`config.mk`:
```
export PLATFORM = sky130hd
export DESIGN_NAME = uart_fifo_core
export DESIGN_NICKNAME = d
export VERILOG_FILES = /design/src/rtl/uart_pkg.sv /design/src/rtl/uart_sync_fifo.sv /design/src/rtl/uart_fifo_core.sv
export SDC_FILE = /design/constraint.sdc
export NUM_CORES = 1
export LEC_CHECK = 0
export CAP_MARGIN = 25
export CORE_UTILIZATION = 47
export CTS_CLUSTER_DIAMETER = 30
export DETAILED_ROUTE_END_ITERATION = 6
export DONT_BUFFER_PORTS = 1
export GPL_TIMING_DRIVEN = 0
export PLACE_DENSITY_LB_ADDON = 0.3
export SYNTH_ARGS = -nofsm -noshare
export SYNTH_HDL_FRONTEND = slang
export SYNTH_SLANG_ARGS = --single-unit
```
`constraint.sdc`:
```
create_clock -name clk -period 3.6 [get_ports clk]
set_input_delay 0.72 -clock clk [delete_from_list [all_inputs] [get_ports clk]]
set_output_delay 0.72 -clock clk [all_outputs]
set_load 0.05 [all_outputs]
```
`src/rtl/uart_pkg.sv`:
```
// uart_pkg -- shared types and constants for the UART FIFO core.
//   parity_t    : parity mode selector (none / even / odd)
//   tx_state_t  : transmit FSM states
//   rx_state_t  : receive FSM states
//   MIN_CLKDIV  : smallest usable divisor; smaller requests are raised to it
//   effectiveDiv: clamps a requested divisor to MIN_CLKDIV
package uart_pkg;

  typedef enum logic [1:0] {
    PAR_NONE = 2'd0,
    PAR_EVEN = 2'd1,
    PAR_ODD  = 2'd2
  } parity_t;

  typedef enum logic [2:0] {
    TX_IDLE   = 3'd0,
    TX_START  = 3'd1,
    TX_DATA   = 3'd2,
    TX_PARITY = 3'd3,
    TX_STOP   = 3'd4
  } tx_state_t;

  typedef enum logic [2:0] {
    RX_IDLE   = 3'd0,
    RX_START  = 3'd1,
    RX_DATA   = 3'd2,
    RX_PARITY = 3'd3,
    RX_STOP   = 3'd4
  } rx_state_t;

  localparam logic [15:0] MIN_CLKDIV = 16'd4;

  function automatic logic [15:0] effectiveDiv(input logic [15:0] div);
    effectiveDiv = (div < MIN_CLKDIV) ? MIN_CLKDIV : div;
  endfunction

endpackage

```
`src/rtl/uart_sync_fifo.sv`:
```
// uart_sync_fifo -- single-clock show-ahead FIFO used for both UART directions.
//   clk, rst_n : clock, asynchronous active-low reset
//   push       : write pushData (ignored when full)
//   pop        : advance the head (ignored when empty)
//   popData    : current head entry, forced to zero while empty
//   full/empty : occupancy status
//   level      : number of stored entries, 0..DEPTH
module uart_sync_fifo #(
  parameter int WIDTH = 8,
  parameter int DEPTH = 16
) (
  input  logic                     clk,
  input  logic                     rst_n,
  input  logic                     push,
  input  logic [WIDTH-1:0]         pushData,
  input  logic                     pop,
  output logic [WIDTH-1:0]         popData,
  output logic                     full,
  output logic                     empty,
  output logic [$clog2(DEPTH):0]   level
);

  localparam int AW = $clog2(DEPTH);
  localparam logic [AW:0] FULL_COUNT = (AW + 1)'(DEPTH);

  logic [WIDTH-1:0] mem [DEPTH];
  logic [AW-1:0]    wrPtr;
  logic [AW-1:0]    rdPtr;
  logic [AW:0]      count;
  logic             doPush;
  logic             doPop;

  assign full    = (count == FULL_COUNT);
  assign empty   = (count == '0);
  assign level   = count;
  assign doPush  = push && !full;
  assign doPop   = pop && !empty;
  // Head is read combinationally so the consumer sees data with its valid.
  assign popData = empty ? '0 : mem[rdPtr];

  always_ff @(posedge clk) begin
    if (doPush) begin
      mem[wrPtr] <= pushData;
    end
  end

  // DEPTH is a power of two, so the pointers wrap by natural overflow.
  always_ff @(posedge clk or negedge rst_n) begin
    if (!rst_n) begin
      wrPtr <= '0;
      rdPtr <= '0;
      count <= '0;
    end else begin
      if (doPush) wrPtr <= wrPtr + 1'b1;
      if (doPop)  rdPtr <= rdPtr + 1'b1;
      case ({doPush, doPop})
        2'b10:   count <= count + 1'b1;
        2'b01:   count <= count - 1'b1;
        default: count <= count;
      endcase
    end
  end

endmodule

```
`src/rtl/uart_fifo_core.sv`:
```
// uart_fifo_core -- UART transmitter/receiver with TX and RX FIFOs.
//   clk, rst_n             : clock, asynchronous active-low reset
//   clkdiv                 : clock cycles per bit (values below 4 act as 4)
//   tx_data/tx_valid/tx_ready : TX FIFO enqueue handshake
//   tx                     : serial output, idle high
//   rx                     : asynchronous serial input
//   rx_data/rx_valid/rx_ready : RX FIFO dequeue handshake
//   err_clr                : clears the sticky error flags
//   parity_err, frame_err, overrun : sticky receive error flags
//   tx_level, rx_level     : FIFO occupancy
module uart_fifo_core
  import uart_pkg::*;
#(
  parameter int      DATA_BIT  = 8,
  parameter int      DEPTH     = 16,
  parameter parity_t PARITY    = PAR_NONE,
  parameter int      STOP_BITS = 1
) (
  input  logic                   clk,
  input  logic                   rst_n,
  input  logic [15:0]            clkdiv,
  input  logic [DATA_BIT-1:0]    tx_data,
  input  logic                   tx_valid,
  output logic                   tx_ready,
  output logic                   tx,
  input  logic                   rx,
  output logic [DATA_BIT-1:0]    rx_data,
  output logic                   rx_valid,
  input  logic                   rx_ready,
  input  logic                   err_clr,
  output logic                   parity_err,
  output logic                   frame_err,
  output logic                   overrun,
  output logic [$clog2(DEPTH):0] tx_level,
  output logic [$clog2(DEPTH):0] rx_level
);

  localparam logic [3:0] LAST_BIT   = 4'(DATA_BIT - 1);
  localparam logic       LAST_STOP  = 1'(STOP_BITS - 1);
  localparam logic       HAS_PARITY = (PARITY != PAR_NONE);

  function automatic logic parityOf(input logic [DATA_BIT-1:0] d);
    parityOf = (PARITY == PAR_ODD) ? ~(^d) : (^d);
  endfunction

  // ---------------------------------------------------------------- TX path
  logic [DATA_BIT-1:0] txFifoData;
  logic                txFifoFull;
  logic                txFifoEmpty;
  logic                txPush;
  logic                txPop;

  tx_state_t           txState;
  logic [15:0]         txDiv;
  logic [15:0]         txCnt;
  logic [DATA_BIT-1:0] txShift;
  logic [3:0]          txBitIdx;
  logic                txStopIdx;
  logic                txParBit;
  logic                txLine;
  logic                txBitEnd;
  logic                txLoad;

  assign txPush   = tx_valid && tx_ready;
  assign tx_ready = !txFifoFull;
  assign tx       = txLine;
  assign txBitEnd = (txCnt == '0);
  // A new frame starts from IDLE, or straight out of the last stop bit so
  // that queued bytes go out back to back.
  assign txLoad   = !txFifoEmpty &&
                    ((txState == TX_IDLE) ||
                     (txState == TX_STOP && txBitEnd && txStopIdx == LAST_STOP));
  assign txPop    = txLoad;

  uart_sync_fifo #(.WIDTH(DATA_BIT), .DEPTH(DEPTH)) txFifo (
    .clk      (clk),
    .rst_n    (rst_n),
    .push     (txPush),
    .pushData (tx_data),
    .pop      (txPop),
    .popData  (txFifoData),
    .full     (txFifoFull),
    .empty    (txFifoEmpty),
    .level    (tx_level)
  );

  always_ff @(posedge clk or negedge rst_n) begin
    if (!rst_n) begin
      txState   <= TX_IDLE;
      txDiv     <= MIN_CLKDIV;
      txCnt     <= '0;
      txShift   <= '0;
      txBitIdx  <= '0;
      txStopIdx <= 1'b0;
      txParBit  <= 1'b0;
      txLine    <= 1'b1;
    end else if (txLoad) begin
      txState   <= TX_START;
      txDiv     <= effectiveDiv(clkdiv);
      txCnt     <= effectiveDiv(clkdiv) - 16'd1;
      txShift   <= txFifoData;
      txParBit  <= parityOf(txFifoData);
      txLine    <= 1'b0;
    end else if (txState != TX_IDLE) begin
      if (!txBitEnd) begin
        txCnt <= txCnt - 16'd1;
      end else begin
        txCnt <= txDiv - 16'd1;
        case (txState)
          TX_START: begin
            txState  <= TX_DATA;
            txBitIdx <= '0;
            txLine   <= txShift[0];
          end
          TX_DATA: begin
            if (txBitIdx == LAST_BIT) begin
              if (HAS_PARITY) begin
                txState <= TX_PARITY;
                txLine  <= txParBit;
              end else begin
                txState   <= TX_STOP;
                txStopIdx <= 1'b0;
                txLine    <= 1'b1;
              end
            end else begin
              txBitIdx <= txBitIdx + 4'd1;
              txShift  <= txShift >> 1;
              txLine   <= txShift[1];
            end
          end
          TX_PARITY: begin
            txState   <= TX_STOP;
            txStopIdx <= 1'b0;
            txLine    <= 1'b1;
          end
          TX_STOP: begin
            if (txStopIdx != LAST_STOP) begin
              txStopIdx <= 1'b1;
            end else begin
              txState <= TX_IDLE;
            end
          end
          default: txState <= TX_IDLE;
        endcase
      end
    end
  end

  // ---------------------------------------------------------------- RX path
  logic                rxMeta;
  logic                rxSync;
  logic                rxPrev;
  rx_state_t           rxState;
  logic [15:0]         rxDiv;
  logic [15:0]         rxCnt;
  logic [DATA_BIT-1:0] rxShift;
  logic [3:0]          rxBitIdx;
  logic                rxWaitHigh;
  logic                rxSampleNow;
  logic                rxFall;
  logic                rxPush;
  logic                rxFifoFull;
  logic                rxFifoEmpty;
  logic                parSet;
  logic                frameSet;
  logic                overSet;

  always_ff @(posedge clk or negedge rst_n) begin
    if (!rst_n) begin
      rxMeta <= 1'b1;
      rxSync <= 1'b1;
      rxPrev <= 1'b1;
    end else begin
      rxMeta <= rx;
      rxSync <= rxMeta;
      rxPrev <= rxSync;
    end
  end

  assign rxFall      = rxPrev && !rxSync;
  assign rxSampleNow = (rxCnt == '0) && !rxWaitHigh;
  assign rxPush      = (rxState == RX_STOP) && rxSampleNow && rxSync;
  assign frameSet    = (rxState == RX_STOP) && rxSampleNow && !rxSync;
  assign parSet      = (rxState == RX_PARITY) && rxSampleNow &&
                       (rxSync != parityOf(rxShift));
  // The FIFO ignores a push while full; the drop is reported here.
  assign overSet     = rxPush && rxFifoFull;
  assign rx_valid    = !rxFifoEmpty;

  uart_sync_fifo #(.WIDTH(DATA_BIT), .DEPTH(DEPTH)) rxFifo (
    .clk      (clk),
    .rst_n    (rst_n),
    .push     (rxPush),
    .pushData (rxShift),
    .pop      (rx_ready),
    .popData  (rx_data),
    .full     (rxFifoFull),
    .empty    (rxFifoEmpty),
    .level    (rx_level)
  );

  always_ff @(posedge clk or negedge rst_n) begin
    if (!rst_n) begin
      rxState    <= RX_IDLE;
      rxDiv      <= MIN_CLKDIV;
      rxCnt      <= '0;
      rxShift    <= '0;
      rxBitIdx   <= '0;
      rxWaitHigh <= 1'b0;
    end else begin
      case (rxState)
        RX_IDLE: begin
          if (rxFall) begin
            // First sample lands mid start bit, floor(div/2) cycles on.
            rxState <= RX_START;
            rxDiv   <= effectiveDiv(clkdiv);
            rxCnt   <= (effectiveDiv(clkdiv) >> 1) - 16'd1;
          end
        end
        RX_START: begin
          if (rxCnt != '0) begin
            rxCnt <= rxCnt - 16'd1;
          end else if (rxSync) begin
            rxState <= RX_IDLE;
          end else begin
            rxState  <= RX_DATA;
            rxBitIdx <= '0;
            rxCnt    <= rxDiv - 16'd1;
          end
        end
        RX_DATA: begin
          if (rxCnt != '0) begin
            rxCnt <= rxCnt - 16'd1;
          end else begin
            rxCnt   <= rxDiv - 16'd1;
            rxShift <= {rxSync, rxShift[DATA_BIT-1:1]};
            if (rxBitIdx == LAST_BIT) begin
              rxState <= HAS_PARITY ? RX_PARITY : RX_STOP;
            end else begin
              rxBitIdx <= rxBitIdx + 4'd1;
            end
          end
        end
        RX_PARITY: begin
          if (rxCnt != '0) begin
            rxCnt <= rxCnt - 16'd1;
          end else begin
            rxCnt   <= rxDiv - 16'd1;
            rxState <= RX_STOP;
          end
        end
        RX_STOP: begin
          // After a bad stop bit, hold here until the line is seen high so
          // a stuck-low line cannot start a bogus frame.
          if (rxWaitHigh) begin
            if (rxSync) begin
              rxWaitHigh <= 1'b0;
              rxState    <= RX_IDLE;
            end
          end else if (rxCnt != '0) begin
            rxCnt <= rxCnt - 16'd1;
          end else if (rxSync) begin
            rxState <= RX_IDLE;
          end else begin
            rxWaitHigh <= 1'b1;
          end
        end
        default: rxState <= RX_IDLE;
      endcase
    end
  end

  // Sticky flags: a set event outranks a simultaneous clear.
  always_ff @(posedge clk or negedge rst_n) begin
    if (!rst_n) begin
      parity_err <= 1'b0;
      frame_err  <= 1'b0;
      overrun    <= 1'b0;
    end else begin
      parity_err <= parSet   ? 1'b1 : (err_clr ? 1'b0 : parity_err);
      frame_err  <= frameSet ? 1'b1 : (err_clr ? 1'b0 : frame_err);
      overrun    <= overSet  ? 1'b1 : (err_clr ? 1'b0 : overrun);
    end
  end

endmodule

```
==> impl_metrics.tcl <==
set metrics [dict create \
    outcome "complete, but fails checks" \
    violations "DRC" \
    num_antenna_cells 0 \
    dieArea_mm2 0.03730 \
    preCtsSetupSlack_ps -833.6 \
    critPathMaxFanout 10 \
    critPathArrivalTime_ps 2750 \
    clock_sink_count 384 \
    crit_path_end_kind "output port" \
    syn_nets 1291 \
    synth-warning-count 0 \
    drc 5 \
    synthCells 1234 \
    powerDensity_mw_per_mm2 892.5 \
    first_pass_iters 7 \
    yosysUniqueCellTypes 69 \
    hold_ws_ps 58.92 \
    async_reset_ff_frac 0.3333 \
    cts_max_level 3 \
    wl_per_cell_um 20.89 \
    synth_edf_count 256 \
    final_nets 1382 \
    drive_above_1_share 0.2218 \
    grt_overflow 0 \
    clock_latency_ps 590 \
    core_area_mm2 0.03574 \
    clk_pin_slew_ps 50 \
    drtAntennaViolNets 0 \
    die_y_um 193.1 \
    portBuffers 0 \
    syn_area_mm2 0.01717 \
    crit_path_start_kind "flop" \
    cts_buffers 80 \
    crit_chain "buf_4 > mux4_2 > mux4_2 > nor2b_2" \
    crit_top_cell "mux4_2" \
    clock_path_buffers 3 \
    pin_count 54 \
    ff_latch_area_mm2 0.01091 \
    rows 69 \
    max_freq_mhz 288.1 \
    antenna_found_initial 0 \
    skew_ps 18.39 \
    cpMaxStageDelayCell "mux4_2" \
    ys_top_cells_by_area "edfxtp_1 45%, dfrtp_1 18%, mux4_2 10%" \
    worst_slew_pin_slew_ps 953.1 \
    cts_tree "done" \
    seq_area_frac_synth 0.6347 \
    fillerInstances 2716 \
    hold_class "in2async" \
    cp_slowest_stage_delay_ps 570 \
    slew_viol_final 0 \
    crit_type "reg2out" \
    p_leak_uw 0.007552 \
    synth_top_cell_area_share 0.4477 \
    grt_pass1_wl_um 59600 \
    synth_top_flop_cell "edfxtp_1" \
    critical_path.top_delay_family "multiplexers" \
    ys_ff_latch 384 \
    vias 10639 \
    ir_worst_vdd_mv 0.4802 \
    finalWeightedCongestion 0.8829 \
    clockRootBuffer "clkbuf_16" \
    grt_max_degree 128 \
    initial_core_util 0.4804 \
    synth_top_area_cell "edfxtp_1" \
    die_x_um 193.1 \
    syn2layout_area_growth_pct 21.63 \
    worst_ep_required_time_ps 2880 \
    grt_usage 0.2130 \
    hpwl_um 24800 \
    hold_viol 0 \
    setup_ws_ps 129.1 \
    finalCritPeriodShare 0.9641 \
    setup_viol_count_final 0 \
    rsz0062_at_grt "no" \
    fin_crit_ps 3471 \
    viasPerCell 5.738 \
    grt_pass1_vias 10541 \
    maxCapViolCount 0 \
    syn_area_per_cell_um2 13.91 \
    slew_headroom 0.3587 \
    critPathBufInv 1 \
    drt_iter0_drc 861 \
    wl_um 38730 \
    multi_input_area_mm2 0.006023 \
    finalSetupTns_ps 0 \
]
## sequential cells by signal (all words and copies together), names as in the netlist, 5 cells and up
signal and count:
rxCnt 16, rxDiv 16, rxFifo.level 5, rxFifo.mem 128, rxShift 8, txCnt 16
txDiv 16, txFifo.level 5, txFifo.mem 128, txShift 8
## cell usage after synthesis, drive strengths merged (2+ instances only)
library cell and instances:
nor3 31, o22ai 7, a221oi 2, dfstp 6, xnor2 49, a31oi 13, nor2 90, o211ai 5
a21o 12, nor2b 13, nand2b 11, nor3b 7, nand2 123, nand4 8, mux2 18, o31ai 5
inv 37, a221o 6, or4 8, or3 9, fa 2, nand3 23, or2 2, xor2 25
o21ai 80, edfxtp 256, ha 25, buf 18, nor4 19, clkbuf 41, dfrtp 122, and2 5
and3 4, o32ai 4, mux4 80, a21oi 45
## per-layer routing
metal,up-vias,share of wire,GRT usage
met5,-,0,0
met4,0,0.031,0.09375
met3,87,0.052,0.04199
met2,327,0.48,0.3390
met1,5348,0.43,0.2848
li1,4877,-,-
## where the power goes
part | switching [µW] | internal (µW) | total [µW]
Combinational | 2660 | 1970 | 4640
Sequential | 858 | 5440 | 6300
Clock | 2470 | 5240 | 7700
Total | 5990 | 12600 | 18600
## stage by stage
step,power (µW),area [µm²],cells,util
global route,19500,20880,1854,0.5843
floorplan,9642,17180,1234,-
CTS,18710,20840,1855,0.5831
global placement,10670,17750,1695,0.4967
detailed placement,10780,17800,1703,0.4981
finish,18640,20880,1854,0.5843
## kinds of logic (layout without fill, tap and decap cells)
| logic type | Yosys count | count (layout) | synth area share |
|---|---|---|---|
| xor gates and xnor gates | 74 | 74 | 0.03775 |
| buffers and inverters | 97 | 256 | 0.02172 |
| muxes | 99 | 99 | 0.1173 |
| DFF | 384 | 384 | 0.6347 |
| and+or+nand+nor | 359 | 359 | 0.1004 |
| AOI/OAI and AO/OA | 194 | 194 | 0.06756 |
| adders and majority gates | 27 | 27 | 0.02055 |
## layout make-up
| type | instances | share of cell area |
|---|---|---|
| clock buffer | 96 | 0.1047 |
| multi-input combinational | 753 | 0.2884 |
| buffer | 55 | 0.01150 |
| tap | 461 | 0.02762 |
| sequential | 384 | 0.5223 |
| inverter | 38 | 0.006830 |
| timing repair buffer | 13 | 0.005273 |
| clock inverter | 54 | 0.03337 |
## placed cells by master, fill, tap and decap left out, types with 25 or more instances in the layout
master and n:
a21oi_1 44, clkbuf_1 37, clkbuf_16 83, dfrtp_1 115
edfxtp_1 256, inv_1 35, mux4_2 80, nand2_1 121
nor2_1 89, nor3_1 26, o21ai_0 78, xnor2_1 49
xor2_1 25
## worst register-to-register path, delay by kind of cell, from the launching register on
family / cells / cell delay (ps)
adders and majority gates: 2 / 450
buffers and inverters: 6 / 770
xor gates and xnor gates: 2 / 290
AOI/OAI and AO/OA: 3 / 540
and+or+nand+nor: 3 / 740
DFF: 1 / 520
## path summary, 6_finish.rpt
kind                                             start                     endpoint  slack [ps]  depth (start not counted)
max                        rxFifo.rdPtr[0]$_DFFE_PN0P_                   rx_data[3]         130                          4
min                                              rst_n  rxFifo.rdPtr[2]$_DFFE_PN0P_          60                          1
max reg2reg                txFifo.level[2]$_DFFE_PN0P_  txFifo.level[4]$_DFFE_PN0P_         140                         16
min reg2reg                           rxMeta$_DFF_PN1_             rxSync$_DFF_PN1_         370                          0
max in group asynchronous                        rst_n         txDiv[2]$_DFFE_PN1N_        2840                          1
min in group clk                                    rx             rxMeta$_DFF_PN1_         130                          0
## timing repair
item                                    4_1_cts  5_1_grt
gates resized for setup                      42       19
hold buffers                                  2        0
hold endpoints to repair                    127        0
pin swaps                                     1        2
setup buffers                                 3        0
endpoints found under the setup margin      148       16
(Power assumes the default switching activity.)
